===== src/rtl/ram_port_ctrl_pkg.sv =====
// Shared definitions for the RAM port-A request sequencer.
// Holds the FSM state encoding and the response-count width helper.
package ram_port_ctrl_pkg;

    typedef enum logic [0:0] {
        ST_INIT = 1'b0,
        ST_RUN  = 1'b1
    } state_e;

    // Counter width that can represent 0..depth inclusive.
    function automatic int rsp_cnt_w(input int depth);
        return $clog2(depth + 1);
    endfunction

endpackage


===== src/rtl/ram_port_ctrl_rsp_fifo.sv =====
// Response FIFO for captured RAM read data.
// Synchronous active-high reset clears pointers and count; storage is not reset.
module ram_port_ctrl_rsp_fifo
    import ram_port_ctrl_pkg::*;
#(
    parameter int WIDTH = 8,
    parameter int DEPTH = 4,
    parameter int CNT_W = rsp_cnt_w(DEPTH)
) (
    input  logic             clk,
    input  logic             rst,
    input  logic             push,
    input  logic [WIDTH-1:0] push_data,
    input  logic             pop,
    output logic [WIDTH-1:0] head_data,
    output logic [CNT_W-1:0] count
);

    localparam int PTR_W = (DEPTH > 1) ? $clog2(DEPTH) : 1;

    logic [WIDTH-1:0] mem_q [DEPTH];
    logic [WIDTH-1:0] mem_d [DEPTH];
    logic [PTR_W-1:0] wr_ptr_q, wr_ptr_d;
    logic [PTR_W-1:0] rd_ptr_q, rd_ptr_d;
    logic [CNT_W-1:0] count_q, count_d;
    logic             do_pop;

    // A pop on an empty FIFO is ignored rather than corrupting the count.
    assign do_pop    = pop && (count_q != '0);
    assign head_data = mem_q[rd_ptr_q];
    assign count     = count_q;

    // Next-state for storage, pointers and occupancy.
    always_comb begin
        mem_d    = mem_q;
        wr_ptr_d = wr_ptr_q;
        rd_ptr_d = rd_ptr_q;
        count_d  = count_q;
        if (push) begin
            mem_d[wr_ptr_q] = push_data;
            wr_ptr_d = (wr_ptr_q == PTR_W'(DEPTH - 1)) ? '0 : wr_ptr_q + 1'b1;
        end
        if (do_pop) begin
            rd_ptr_d = (rd_ptr_q == PTR_W'(DEPTH - 1)) ? '0 : rd_ptr_q + 1'b1;
        end
        case ({push, do_pop})
            2'b10:   count_d = count_q + 1'b1;
            2'b01:   count_d = count_q - 1'b1;
            default: count_d = count_q;
        endcase
    end

    // Pointer and count registers with synchronous reset.
    always_ff @(posedge clk) begin
        if (rst) begin
            wr_ptr_q <= '0;
            rd_ptr_q <= '0;
            count_q  <= '0;
        end else begin
            wr_ptr_q <= wr_ptr_d;
            rd_ptr_q <= rd_ptr_d;
            count_q  <= count_d;
        end
    end

    // Data storage; contents are meaningless until written, so no reset.
    always_ff @(posedge clk) begin
        mem_q <= mem_d;
    end

    // The upstream credit check must make a push into a full FIFO impossible.
    a_no_overflow: assert property (@(posedge clk) disable iff (rst)
        !(push && !do_pop && (count_q == CNT_W'(DEPTH))));

endmodule


===== src/rtl/ram_port_ctrl.sv =====
// Request sequencer in front of a single-port synchronous RAM (port A).
// Optional build macro RAM_PORT_CTRL_INIT_ZERO_EN: zero-fill the RAM after reset.
//
// state   | meaning
// --------+-----------------------------------------------------------
// ST_INIT | zero-fill sweep, one address per cycle (only with macro)
// ST_RUN  | accepting requests, subject to response credits
module ram_port_ctrl
    import ram_port_ctrl_pkg::*;
#(
    parameter int DATAWIDTH = 8,
    parameter int ADDRWIDTH = 4,
    parameter int RSP_DEPTH = 4
) (
    input  logic                 PortAClk,
    input  logic                 PortAReset,
    input  logic                 ReqValid,
    output logic                 ReqReady,
    input  logic                 ReqWrite,
    input  logic [ADDRWIDTH-1:0] ReqAddr,
    input  logic [DATAWIDTH-1:0] ReqWData,
    output logic                 RspValid,
    input  logic                 RspReady,
    output logic [DATAWIDTH-1:0] RspData,
    output logic [ADDRWIDTH-1:0] RamAddr,
    output logic [DATAWIDTH-1:0] RamDataIn,
    output logic                 RamWriteEnable,
    input  logic [DATAWIDTH-1:0] RamDataOut,
    output logic                 InitDone
);

    localparam int CNT_W = rsp_cnt_w(RSP_DEPTH);
    localparam int CRD_W = CNT_W + 1;

    state_e               state_q, state_d;
    logic                 init_done_q, init_done_d;
    logic                 inflight_q, inflight_d;
`ifdef RAM_PORT_CTRL_INIT_ZERO_EN
    logic [ADDRWIDTH-1:0] sweep_q, sweep_d;
`endif
    logic [CNT_W-1:0]     fifo_count;
    logic [CRD_W-1:0]     credits_used;
    logic                 accept;
    logic                 rsp_pop;

    // A credit is held from read accept until its response is popped.
    assign credits_used = CRD_W'(fifo_count) + CRD_W'(inflight_q);
    assign ReqReady     = (state_q == ST_RUN) && init_done_q
                          && (credits_used < CRD_W'(RSP_DEPTH));
    assign accept       = ReqValid && ReqReady;
    assign rsp_pop      = RspValid && RspReady;
    assign RspValid     = (fifo_count != '0);
    assign InitDone     = init_done_q;
    assign inflight_d   = accept && !ReqWrite;

    // RAM pin drive: the sweep owns the port in INIT, requests own it in RUN.
    // Writes are suppressed while reset is asserted so reset never disturbs RAM.
    always_comb begin
        RamAddr        = ReqAddr;
        RamDataIn      = ReqWData;
        RamWriteEnable = accept && ReqWrite && !PortAReset;
`ifdef RAM_PORT_CTRL_INIT_ZERO_EN
        if (state_q == ST_INIT) begin
            RamAddr        = sweep_q;
            RamDataIn      = '0;
            RamWriteEnable = !PortAReset;
        end
`endif
    end

    // FSM next-state and sweep address.
    always_comb begin
        state_d     = state_q;
        init_done_d = init_done_q;
`ifdef RAM_PORT_CTRL_INIT_ZERO_EN
        sweep_d     = sweep_q;
        if (state_q == ST_INIT) begin
            sweep_d = sweep_q + 1'b1;
            if (sweep_q == '1) begin
                state_d     = ST_RUN;
                init_done_d = 1'b1;
            end
        end
`else
        state_d     = ST_RUN;
        init_done_d = 1'b1;
`endif
    end

    // FSM, init-done and in-flight registers with synchronous reset.
    always_ff @(posedge PortAClk) begin
        if (PortAReset) begin
`ifdef RAM_PORT_CTRL_INIT_ZERO_EN
            state_q     <= ST_INIT;
            sweep_q     <= '0;
`else
            state_q     <= ST_RUN;
`endif
            init_done_q <= 1'b0;
            inflight_q  <= 1'b0;
        end else begin
`ifdef RAM_PORT_CTRL_INIT_ZERO_EN
            sweep_q     <= sweep_d;
`endif
            state_q     <= state_d;
            init_done_q <= init_done_d;
            inflight_q  <= inflight_d;
        end
    end

    // RAM output is valid exactly one cycle after a read issue.
    ram_port_ctrl_rsp_fifo #(
        .WIDTH (DATAWIDTH),
        .DEPTH (RSP_DEPTH),
        .CNT_W (CNT_W)
    ) u_rsp_fifo (
        .clk       (PortAClk),
        .rst       (PortAReset),
        .push      (inflight_q),
        .push_data (RamDataOut),
        .pop       (rsp_pop),
        .head_data (RspData),
        .count     (fifo_count)
    );

endmodule


===== config.mk =====
export PLATFORM = sky130hd
export DESIGN_NAME = ram_port_ctrl
export DESIGN_NICKNAME = d
export VERILOG_FILES = /design/src/rtl/ram_port_ctrl_pkg.sv /design/src/rtl/ram_port_ctrl_rsp_fifo.sv /design/src/rtl/ram_port_ctrl.sv
export SDC_FILE = /design/constraint.sdc
export NUM_CORES = 1
export LEC_CHECK = 0
export BUFFER_PORTS_ARGS = -buffer_cell sky130_fd_sc_hd__buf_2
export CELL_PAD_IN_SITES_DETAIL_PLACEMENT = 1
export CELL_PAD_IN_SITES_GLOBAL_PLACEMENT = 1
export CORE_UTILIZATION = 37
export CTS_BUF_LIST = sky130_fd_sc_hd__clkbuf_16
export DETAILED_ROUTE_END_ITERATION = 8
export MAX_ROUTING_LAYER = met4
export PLACE_DENSITY = 0.8
export SLEW_MARGIN = 20
export SYNTH_ARGS = -nofsm -noshare
export SYNTH_HDL_FRONTEND = slang
export SYNTH_SLANG_ARGS = --single-unit

===== constraint.sdc =====
create_clock -name PortAClk -period 1.7 [get_ports PortAClk]
set_input_delay 0.425 -clock PortAClk [delete_from_list [all_inputs] [get_ports PortAClk]]
set_output_delay 0.425 -clock PortAClk [all_outputs]
set_load 0.03 [all_outputs]

### Yosys cells after proc, flatten, opt, wreduce, memory -nomap -nowiden

Index checks and enable logic that the tools add are counted.

* register bits after elaboration: 41
* logic and storage cells: 46

* add/sub/neg operators: 5
* $lt $le $gt $ge: 4
* equality and inequality tests: 4
* muxes and demuxes: 10
* bitwise gates (word level): 2
* reductions and logical operators: 12

Operator list (number)
* bitwise mux 32 bit: 1
* 2-to-1 mux 8 bit: 3
* binary-select mux 8 bit (select 2 bit): 1
* demux 8 bit (select 2 bit): 1
* logical AND 1 bit: 8
* equality test 2 bit (second input constant): 3
* >= comparator 3 bit (second input constant): 2
* NOT 2 -> 3 bit: 2
* case mux 3 bit (2 select lines): 1
* adder 2 x 1 -> 2 bit (second input constant): 2
* adder 3 x 1 -> 4 bit: 1
* less-than comparator 4 x 3 -> 1 bit (second input constant): 1
* 2-to-1 mux 2 bit: 2
* adder 3 x 1 -> 3 bit (second input constant): 1
* less-than comparator 3 x 1 -> 1 bit (second input constant): 1
* nonzero test 3 bit: 1
* subtractor 3 x 1 -> 3 bit (second input constant): 1
* equality test 2 x 1 -> 1 bit (second input constant): 1
* zero test 1 bit: 2
* nonzero test 2 bit: 1
* 2-to-1 mux 1 bit: 1

### Longest topological paths before layout

Gate-level depths: netlist of the first run.

* depth after elaboration: 6
* gate-level depth with buffers: 8

### By module

A second synthesis of the first run with hierarchy kept.

* cells, all modules: 109
* area, all modules: 1770.4 um^2

By module, submodules not included
* ram_port_ctrl_rsp_fifo: instances 1, cells an instance 87, area each 1577.8 um^2
* ram_port_ctrl: instances 1, cells an instance 22, area each 192.7 um^2

### Worst setup path before layout of the first run

No wires, ideal clock.

* path kind: register to output
* start: reg init_done_q, in the netlist InitDone
* end: out RamWriteEnable
* arrival: 1.577 ns
* setup slack: -0.302 ns
* cell stages (with the launch flop): 4
* cells stage by stage: dfxtp_1 > inv_1 > a311oi_2 > and4_1

* longest elaborated chain between the ends: 4

RTL lines
* from (decl): line ram_port_ctrl.sv:36 `logic init_done_q, init_done_d;`
* from (signal assigned): line ram_port_ctrl.sv:106 `init_done_q <= init_done_d;`
* logical AND 1 bit: line ram_port_ctrl.sv:49 `&& (credits_used < CRD_W'(RSP_DEPTH));`
* net ReqReady: line ram_port_ctrl.sv:18 `output logic ReqReady,`
* logical AND 1 bit: line ram_port_ctrl.sv:50 `assign accept = ReqValid && ReqReady;`
* logical AND 1 bit (2 in a row): line ram_port_ctrl.sv:61 `RamWriteEnable = accept && ReqWrite && !PortAReset;`
* to (decl): line ram_port_ctrl.sv:27 `output logic RamWriteEnable,`

The timed path passes the listed nets, and every way through them passes these cells.

### Worst setup path after layout of the first run

* start: reg u_rsp_fifo.rd_ptr_q[0]
* end: out RspData[3]

* longest elaborated chain between the ends: 4

RTL lines
* from (decl): line ram_port_ctrl_rsp_fifo.sv:24 `logic [PTR_W-1:0] rd_ptr_q, rd_ptr_d;`
* from (signal assigned): line ram_port_ctrl_rsp_fifo.sv:61 `rd_ptr_q <= rd_ptr_d;`
* NOT 2 -> 3 bit (not written as such): line ram_port_ctrl_rsp_fifo.sv:30 `assign head_data = mem_q[rd_ptr_q];`
* binary-select mux 8 bit (select 2 bit): line ram_port_ctrl_rsp_fifo.sv:30
* 2-to-1 mux 8 bit (not written as such) (2 in a row): line ram_port_ctrl_rsp_fifo.sv:30
* to (decl): line ram_port_ctrl.sv:24 `output logic [DATAWIDTH-1:0] RspData,`

Every way passes these cells. The select of a mux whose other input is x is not followed.

==> results of run 1 <==
## worst max-delay path, cell delays in order (launching register included)
cell and delay [ns]:
dfxtp_2 0.35, buf_4 0.14, mux4_2 0.51, buf_6 0.16
## metrics by stage
stage	power, mW	utilization	setup WS (ns)
2_1_floorplan	1.44	-	-0.0120
3_3_place_gp	1.49	0.435	-0.0943
3_5_place_dp	1.52	0.435	-0.191
4_1_cts	2.47	0.493	-0.173
5_1_grt	2.57	0.497	-0.208
6_report	2.47	0.497	-0.156
## power breakdown
group	internal, mW	switching [mW]	total (mW)
clock	0.530	0.345	0.875
sequential	1.10	0.0210	1.12
combinational	0.246	0.226	0.472
total	1.88	0.593	2.47
## layer usage
metal,GRT usage,part of all wire
met2,0.291,0.57
met3,0.0527,0.051
met4,0.0511,0.012
met5,-,0
met1,0.153,0.36
## repair_timing
| item | CTS | global route |
|---|---|---|
| hold endpoints to repair | 0 | 0 |
| setup buffers | 4 | 1 |
| gates resized for setup | 30 | 3 |
| pin swaps | 2 | 3 |
| setup endpoints to repair | 12 | 13 |
## cell usage in the layout (no fill, tap or decap), drive strengths merged
cell    netlist  layout
ha            6       6
and2          4       4
a21oi         4       4
mux2i         2       2
o21ai         1       1
nor2          6       6
buf          14      38
inv           9       9
mux4          8       8
o31ai         1       1
xor2          2       2
clkbuf        1       5
a311oi        1       1
dfxtp         9       9
fa            1       1
edfxtp       32      32
clkinv        0       3
and4bb        1       1
or3           3       3
nand2         1       1
and4          1       1
nor3b         1       1
## flip-flops by register name (all words and copies together), names as in the netlist
register,flops
u_rsp_fifo.count,3
inflight_q,1
u_rsp_fifo.wr_ptr_q,2
u_rsp_fifo.mem_q,32
u_rsp_fifo.rd_ptr_q,2
InitDone,1
## area by class of cell
cell class | instances | area share
repair buffers | 38 | 0.142
clock buffers | 5 | 0.0566
well taps | 52 | 0.0294
flip-flops and latches | 41 | 0.522
clock inverters | 3 | 0.00566
inverters | 9 | 0.0153
multi-input cells | 43 | 0.229
## how the worst max path moves through the flow
stage | endpoint | slack, ns
CTS | RspData[6] | -0.17
global placement | u_rsp_fifo.count[2]$_SDFFE_PP0P_ | -0.09
detailed placement | u_rsp_fifo.count[2]$_SDFFE_PP0P_ | -0.19
global route | RspData[4] | -0.21
floorplan | RamWriteEnable | -0.01
finish | RspData[3] | -0.16
## cell families after synthesis
logic type / Yosys count
and+or+nand+nor: 17
adders and majority gates: 7
buffers and inverters: 24
DFF: 41
xor gates and xnor gates: 2
muxes: 10
AOI/OAI and AO/OA: 7
==> results.yml, run 1 <==
synthesis:
  yosysUniqueCellTypes: 24
  yosys_register_bits: 41
  synth-adder-area-share: 0.0543
  netlist_instances: 108
  async_flop_share: 0
  synth_top_family_by_area: "multiplexers"
  syn_area_um2: 1750
  ys_seq_area_frac: 0.652
  synthTopCellsByArea: "edfxtp_1 (55%), dfxtp_1 (10%), mux4_2 (10%)"
  yosysWarnings: 0
  synthesis.nets: 140
  synth_flop_cell: "edfxtp_1"
  synthTopCellsByCount: "edfxtp_1 (32), buf_4 (13), dfxtp_1 (9), inv_1 (9), mux4_2 (8)"
  synth_area_per_cell_um2: 16.2
  synth_edf_count: 32
  synth-compound-area-share: 0.0322
  synth_top_area_frac: 0.549
  yosys.area.top_type: "edfxtp_1"
  synth_simple_gate_area_share: 0.0572
  synth-xor-area-share: 0.0100
  synth_mux_area_frac: 0.114
  yosysMostFrequentCell: "edfxtp_1"
min_path:
  hp-class: "primary input to flop"
  holdPathEnd: "u_rsp_fifo.mem_q[0]$_DFFE_PP_"
  min_from: "RamDataOut[0]"
  holdPathStages: 1
die:
  start_util: 0.394
  core_area_um2: 4440
  die_w_um: 70.8
  die_y_um: 70.8
  rows: 24
  die-area_um2: 5010
  io_pins: 49
detailed_routing:
  wire_per_inst_um: 17.6
  vias: 959
  routed_wl_um: 3360
  ant_nets: 0
  drtIter0Drc: 63
  first_pass_iters: 6
  drc: 0
  routed_via_density: 5.02
cts:
  cts_buffer_depth: 2
  cts_max_level: 2
  cts_buffers: 5
  cts_hold_buffers: 0
  cts_tree: "done"
  clk_latency_ns: 0.28
  cts_root_buffer: "clkbuf_16"
  path_clk_slew_ns: 0.05
  clock_sinks: 41
timing:
  period_minus_slack_ns: 1.86
  slew_headroom: 0.709
  whs_ns: 0.361
  final.setup_skew_ns: 0.00291
  setup_viol: 11
  rsz0062_at_grt: "yes"
  clock.fmax_mhz: 539
  slew_violations: 0
  hold_viol: 0
  fin_crit_sh: 1.09
  worst_pin_slew_ns: 0.436
  layout_setup_ws_ns: -0.156
  fin_setup_tns_ns: -1.40
finish:
  regArea_um2: 1150
  drive_above_1_share: 0.504
  multiInputGateArea_um2: 507
  layout.cells.non_filler: 191
  antenna_cells: 0
  fill_cells: 440
  fin_area_um2: 2210
  area_growth_pct: 26.2
  nNetsFinal: 170
place:
  dp_hpwl_um: 2390
  gp_congestion: 0.672
  portBuffers: 24
  dp_cells: 178
  place_area_um2: 1930
worst_setup_path:
  r2r-end: "u_rsp_fifo.count[2]$_SDFFE_PP0P_"
  cp_max_fo: 4
  endpoint_kind: "primary output"
  r2r_cells: 9
  startpoint: "u_rsp_fifo.rd_ptr_q[0]$_SDFFE_PP0P_"
  regToRegSetupSlack_ns: -0.11
  start_kind: "flop"
  cp.arrival_ns: 1.43
  path_class: "flop to primary output"
  required_ns: 1.27
  r2r_start: "u_rsp_fifo.count[0]$_SDFFE_PP0P_"
power_and_ir_drop:
  powerDensity_nw_per_um2: 1120
  ir_worst_vdd_uv: 404
  leakage_nw: 0.815
run_status:
  outcome: "complete, but fails checks"
  violations: "negative setup slack"
global_routing:
  overflow: 0
  grt_use_total: 0.157
  antenna_found_initial: 0
  grt_max_degree: 13
  grt_pass1_wl_um: 5590
  first_global_vias: 1134
flow_run:
  max_cap_violations: 0
(Power assumes the default switching activity.)
==> run 2: changes to the inputs <==
--- a/config.mk
+++ b/config.mk
@@ -8,11 +8,11 @@
 export BUFFER_PORTS_ARGS = -buffer_cell sky130_fd_sc_hd__buf_2
 export CELL_PAD_IN_SITES_DETAIL_PLACEMENT = 1
 export CELL_PAD_IN_SITES_GLOBAL_PLACEMENT = 1
-export CORE_UTILIZATION = 37
+export CORE_UTILIZATION = 35
 export CTS_BUF_LIST = sky130_fd_sc_hd__clkbuf_16
 export DETAILED_ROUTE_END_ITERATION = 8
 export MAX_ROUTING_LAYER = met4
-export PLACE_DENSITY = 0.8
+export PLACE_DENSITY_LB_ADDON = 0.1
 export SLEW_MARGIN = 20
 export SYNTH_ARGS = -nofsm -noshare
 export SYNTH_HDL_FRONTEND = slang
==> results.yml, run 2 (synthesized netlist as in run 1, its figures left out) <==
timing:
  layout_setup_ws_ns: -0.169
  worst_pin_slew_ns: 0.482
  clock.fmax_mhz: 535
  setup_viol: 11
  whs_ns: 0.346
  slew_headroom: 0.679
  hold_viol: 0
  fin_setup_tns_ns: -1.42
  period_minus_slack_ns: 1.87
  fin_crit_sh: 1.10
  rsz0062_at_grt: "yes"
  slew_violations: 0
  final.setup_skew_ns: 0.00329
finish:
  layout_common_cells: "edfxtp_1 (32), buf_2 (13), buf_6 (13)"
  fill_cells: 485
  layout.cells.non_filler: 204
  area_growth_pct: 27.9
  antenna_cells: 0
  largest_reg_flops: 32
  largest-register: "u_rsp_fifo.mem_q"
  drive_above_1_share: 0.489
  nNetsFinal: 168
  fin_area_um2: 2240
  final_util: 0.471
  layout_commonest_cell: "edfxtp_1"
min_path:
  hp-class: "primary input to flop"
  holdPathStages: 2
  min_from: "PortAReset"
  holdPathEnd: "InitDone$_DFF_P_"
cts:
  cts_max_level: 2
  cts_buffers: 5
  cts_root_buffer: "clkbuf_16"
  cts_tree: "done"
  clk_latency_ns: 0.28
  path_clk_slew_ns: 0.06
  clock_sinks: 41
  cts_buffer_depth: 2
worst_setup_path:
  endpoint_kind: "primary output"
  worstPathCellList: "buf_12 -> mux4_2 -> buf_6"
  r2r_start: "u_rsp_fifo.count[0]$_SDFFE_PP0P_"
  path_class: "flop to primary output"
  regToRegSetupSlack_ns: -0.03
  r2r_cells: 8
  crit_buf_inv: 2
  cp_top_family: "multiplexers"
  cpMaxStageDelayCell: "mux4_2"
  required_ns: 1.27
  slowest_delay_ns: 0.52
  start_kind: "flop"
  cp_max_fo: 8
  cp.arrival_ns: 1.44
  r2r-end: "u_rsp_fifo.count[2]$_SDFFE_PP0P_"
die:
  die-area_um2: 5290
  start_util: 0.368
  io_pins: 49
  core_area_um2: 4750
  die_y_um: 72.7
  die_w_um: 72.7
  rows: 25
global_routing:
  grt_use_total: 0.143
  grt_max_degree: 13
  antenna_found_initial: 0
  overflow: 0
  grt_pass1_wl_um: 5240
  first_global_vias: 1060
power_and_ir_drop:
  powerDensity_nw_per_um2: 1160
  post-layout-total-power_mw: 2.60
  leakage_nw: 0.819
  ir_worst_vdd_uv: 453
detailed_routing:
  drtIter0Drc: 32
  vias: 957
  routed_via_density: 4.69
  wire_per_inst_um: 15.6
  drc: 0
  routed_wl_um: 3190
  ant_nets: 0
  first_pass_iters: 4
place:
  gp_congestion: 0.671
  portBuffers: 24
  place_area_um2: 1960
  pre_cts_ws_ns: -0.219
  dp_cells: 193
  dp_hpwl_um: 2230
flow_run:
  max_cap_violations: 0
run_status:
  outcome: "complete, but fails checks"
  violations: "negative setup slack"
[run 2: cell type report]
class	count	area, um^2	share of cell area
Multi-Input combinational cell	43	504	0.225
Tap cell	67	83.8	0.0374
Clock inverter	3	37.5	0.0168
Clock buffer	5	125	0.0559
Timing Repair Buffer	36	299	0.134
Sequential cell	41	1160	0.516
Inverter	9	33.8	0.0151
[run 2: per-layer routing]
metal	track usage	wire length, um	vias to the layer above
met2	0.245	1710	32
li1	-	-	441
met1	0.162	1330	479
met5	-	0	-
met3	0.0483	117	5
met4	0.0327	31	0
[run 2: worst max-delay path by stage]
stage,slack (ns),start,to,depth (start not counted)
finish,-0.17,u_rsp_fifo.rd_ptr_q[0]$_SDFFE_PP0P_,RspData[0],3
global route,-0.23,u_rsp_fifo.rd_ptr_q[0]$_SDFFE_PP0P_,RspData[4],3
CTS,-0.19,u_rsp_fifo.rd_ptr_q[0]$_SDFFE_PP0P_,RspData[0],3
detailed placement,-0.22,RspReady,u_rsp_fifo.count[2]$_SDFFE_PP0P_,9
global placement,-0.10,RspReady,u_rsp_fifo.count[2]$_SDFFE_PP0P_,9
floorplan,-0.01,InitDone$_DFF_P_,RamWriteEnable,3
[run 2: worst register-to-register path, stage by stage, from the launching register on]
cell and delay, ns:
dfxtp_4 0.36, o31ai_4 0.07, inv_1 0.07, ha_2 0.18
inv_2 0.04, fa_2 0.33, xor2_1 0.16, or3_1 0.32
a21oi_2 0.13
[run 2: where the power goes]
part           total, mW  leakage, nW  switching [mW]  internal (mW)
Sequential          1.13        0.365          0.0227           1.11
Combinational      0.443        0.372           0.211          0.232
Clock               1.03       0.0826           0.346          0.681
[run 2: timing repair]
| action | in CTS | in global routing |
|---|---|---|
| resized for setup | 28 | 2 |
| setup buffers | 2 | 1 |
| pin swaps | 3 | 3 |
| endpoints found under the setup margin | 12 | 12 |
| hold buffers | 0 | 0 |
==> run 3: changes to the inputs <==
--- a/config.mk
+++ b/config.mk
@@ -17,3 +17,4 @@
 export SYNTH_ARGS = -nofsm -noshare
 export SYNTH_HDL_FRONTEND = slang
 export SYNTH_SLANG_ARGS = --single-unit
+export TNS_END_PERCENT = 10
==> results.yml, run 3 (synthesized netlist as in run 1, its figures left out) <==
detailed_routing:
  wire_per_inst_um: 15.2
  routed_wl_um: 3060
  vias: 928
  routed_via_density: 4.62
  drc: 0
  first_pass_iters: 3
  drtIter0Drc: 27
  ant_nets: 0
die:
  die_y_um: 72.7
  rows: 25
  start_util: 0.368
  die_w_um: 72.7
  die-area_um2: 5290
  core_area_um2: 4750
  io_pins: 49
place:
  place_area_um2: 1950
  dp_hpwl_um: 2170
  portBuffers: 24
  dp_cells: 192
  gp_congestion: 0.644
cts:
  cts_root_buffer: "clkbuf_16"
  cts_hold_buffers: 0
  cts_buffer_depth: 2
  cts_max_level: 2
  clk_latency_ns: 0.27
  cts_tree: "done"
  cts_buffers: 5
  path_clk_slew_ns: 0.06
  clock_sinks: 41
timing:
  hold_viol: 0
  layout_setup_ws_ns: -0.161
  rsz0062_at_grt: "yes"
  setup_viol: 10
  final.setup_skew_ns: 0.00460
  clock.fmax_mhz: 537
  worst_pin_slew_ns: 0.478
  fin_crit_sh: 1.09
  fin_setup_tns_ns: -1.35
  period_minus_slack_ns: 1.86
  slew_headroom: 0.681
  slew_violations: 0
finish:
  nNetsFinal: 165
  layout_commonest_cell: "edfxtp_1"
  drive_above_1_share: 0.485
  fin_area_um2: 2190
  area_growth_pct: 25.2
  layout.cells.non_filler: 201
  largest-register: "u_rsp_fifo.mem_q"
  layout_common_cells: "edfxtp_1 (32), buf_2 (13), buf_6 (13)"
  largest_reg_flops: 32
  antenna_cells: 0
  final_util: 0.461
power_and_ir_drop:
  leakage_nw: 0.790
  ir_worst_vdd_uv: 506
  power.switching_mw: 0.590
  switching_share: 0.241
  powerDensity_nw_per_um2: 1120
  seq_power_share: 0.460
  comb_power_share: 0.175
  p_clk_frac: 0.366
  post-layout-total-power_mw: 2.45
  p_int_mw: 1.86
worst_setup_path:
  cp_top_family: "multiplexers"
  start_kind: "flop"
  path_class: "flop to primary output"
  cpMaxStageDelayCell: "mux4_2"
  cp_max_fo: 8
  slowest_delay_ns: 0.51
  worstPathCellList: "buf_12 -> mux4_2 -> buf_6"
  required_ns: 1.27
  cp.arrival_ns: 1.44
  crit_buf_inv: 2
  endpoint_kind: "primary output"
min_path:
  hp-class: "primary input to flop"
global_routing:
  grt_max_degree: 14
  grt_pass1_wl_um: 4890
  overflow: 0
  antenna_found_initial: 0
  first_global_vias: 1023
  grt_use_total: 0.132
flow_run:
  max_cap_violations: 0
run_status:
  outcome: "complete, but fails checks"
  violations: "negative setup slack"
run 3: final cells by class:
type	count	area (um^2)
Sequential cell	41	1150
Inverter	9	33.8
Clock buffer	5	125
Tap cell	67	83.8
Timing Repair Buffer	33	277
Multi-Input combinational cell	43	503
Fill cell	476	2560
Clock inverter	3	17.5
run 3: stage by stage:
stage                     worst slack, ns  hold WS (ns)
after floorplan                   -0.0180         0.494
after global placement            -0.0868         0.554
after detailed placement           -0.154         0.567
after CTS                          -0.182         0.361
after global routing               -0.222         0.368
final                              -0.161         0.367
run 3: final timing paths:
kind / cells past startpoint / slack (ns) / end / start
hold reg to reg: 2 / 0.57 / u_rsp_fifo.wr_ptr_q[1]$_SDFFE_PP0P_ / u_rsp_fifo.wr_ptr_q[1]$_SDFFE_PP0P_
hold / removal: 1 / 0.37 / u_rsp_fifo.mem_q[29]$_DFFE_PP_ / RamDataOut[5]
setup / recovery: 3 / -0.16 / RspData[7] / u_rsp_fifo.rd_ptr_q[0]$_SDFFE_PP0P_
setup reg to reg: 8 / 0 / u_rsp_fifo.count[2]$_SDFFE_PP0P_ / u_rsp_fifo.count[1]$_SDFFE_PP0P_
run 3: power by group through the flow:
| stage | Sequential [mW] | Clock [mW] | Combinational (mW) |
|---|---|---|---|
| 3_3_place_gp | 1.14 | 0 | 0.355 |
| 4_1_cts | 1.12 | 0.925 | 0.423 |
| 6_report | 1.13 | 0.896 | 0.428 |
| 2_1_floorplan | 1.15 | 0 | 0.282 |
| 3_5_place_dp | 1.14 | 0 | 0.368 |
| 5_1_grt | 1.13 | 0.958 | 0.462 |
run 3: repair_timing:
item / 4_1_cts / 5_1_grt
hold endpoints to repair: 0 / 0
pin swaps: 1 / 3
setup buffers: 0 / 1
setup endpoints to repair: 11 / 13
gates resized for setup: 24 / 5
run 3: per-layer routing:
| metal | wire, um | GRT usage | share of wire | up-vias |
|---|---|---|---|---|
| met5 | 0 | - | 0 | - |
| met1 | 1210 | 0.151 | 0.40 | 455 |
| met2 | 1670 | 0.226 | 0.55 | 32 |
| met3 | 147 | 0.0318 | 0.048 | 10 |
| li1 | - | - | - | 431 |
| met4 | 26 | 0.0479 | 0.0085 | 0 |
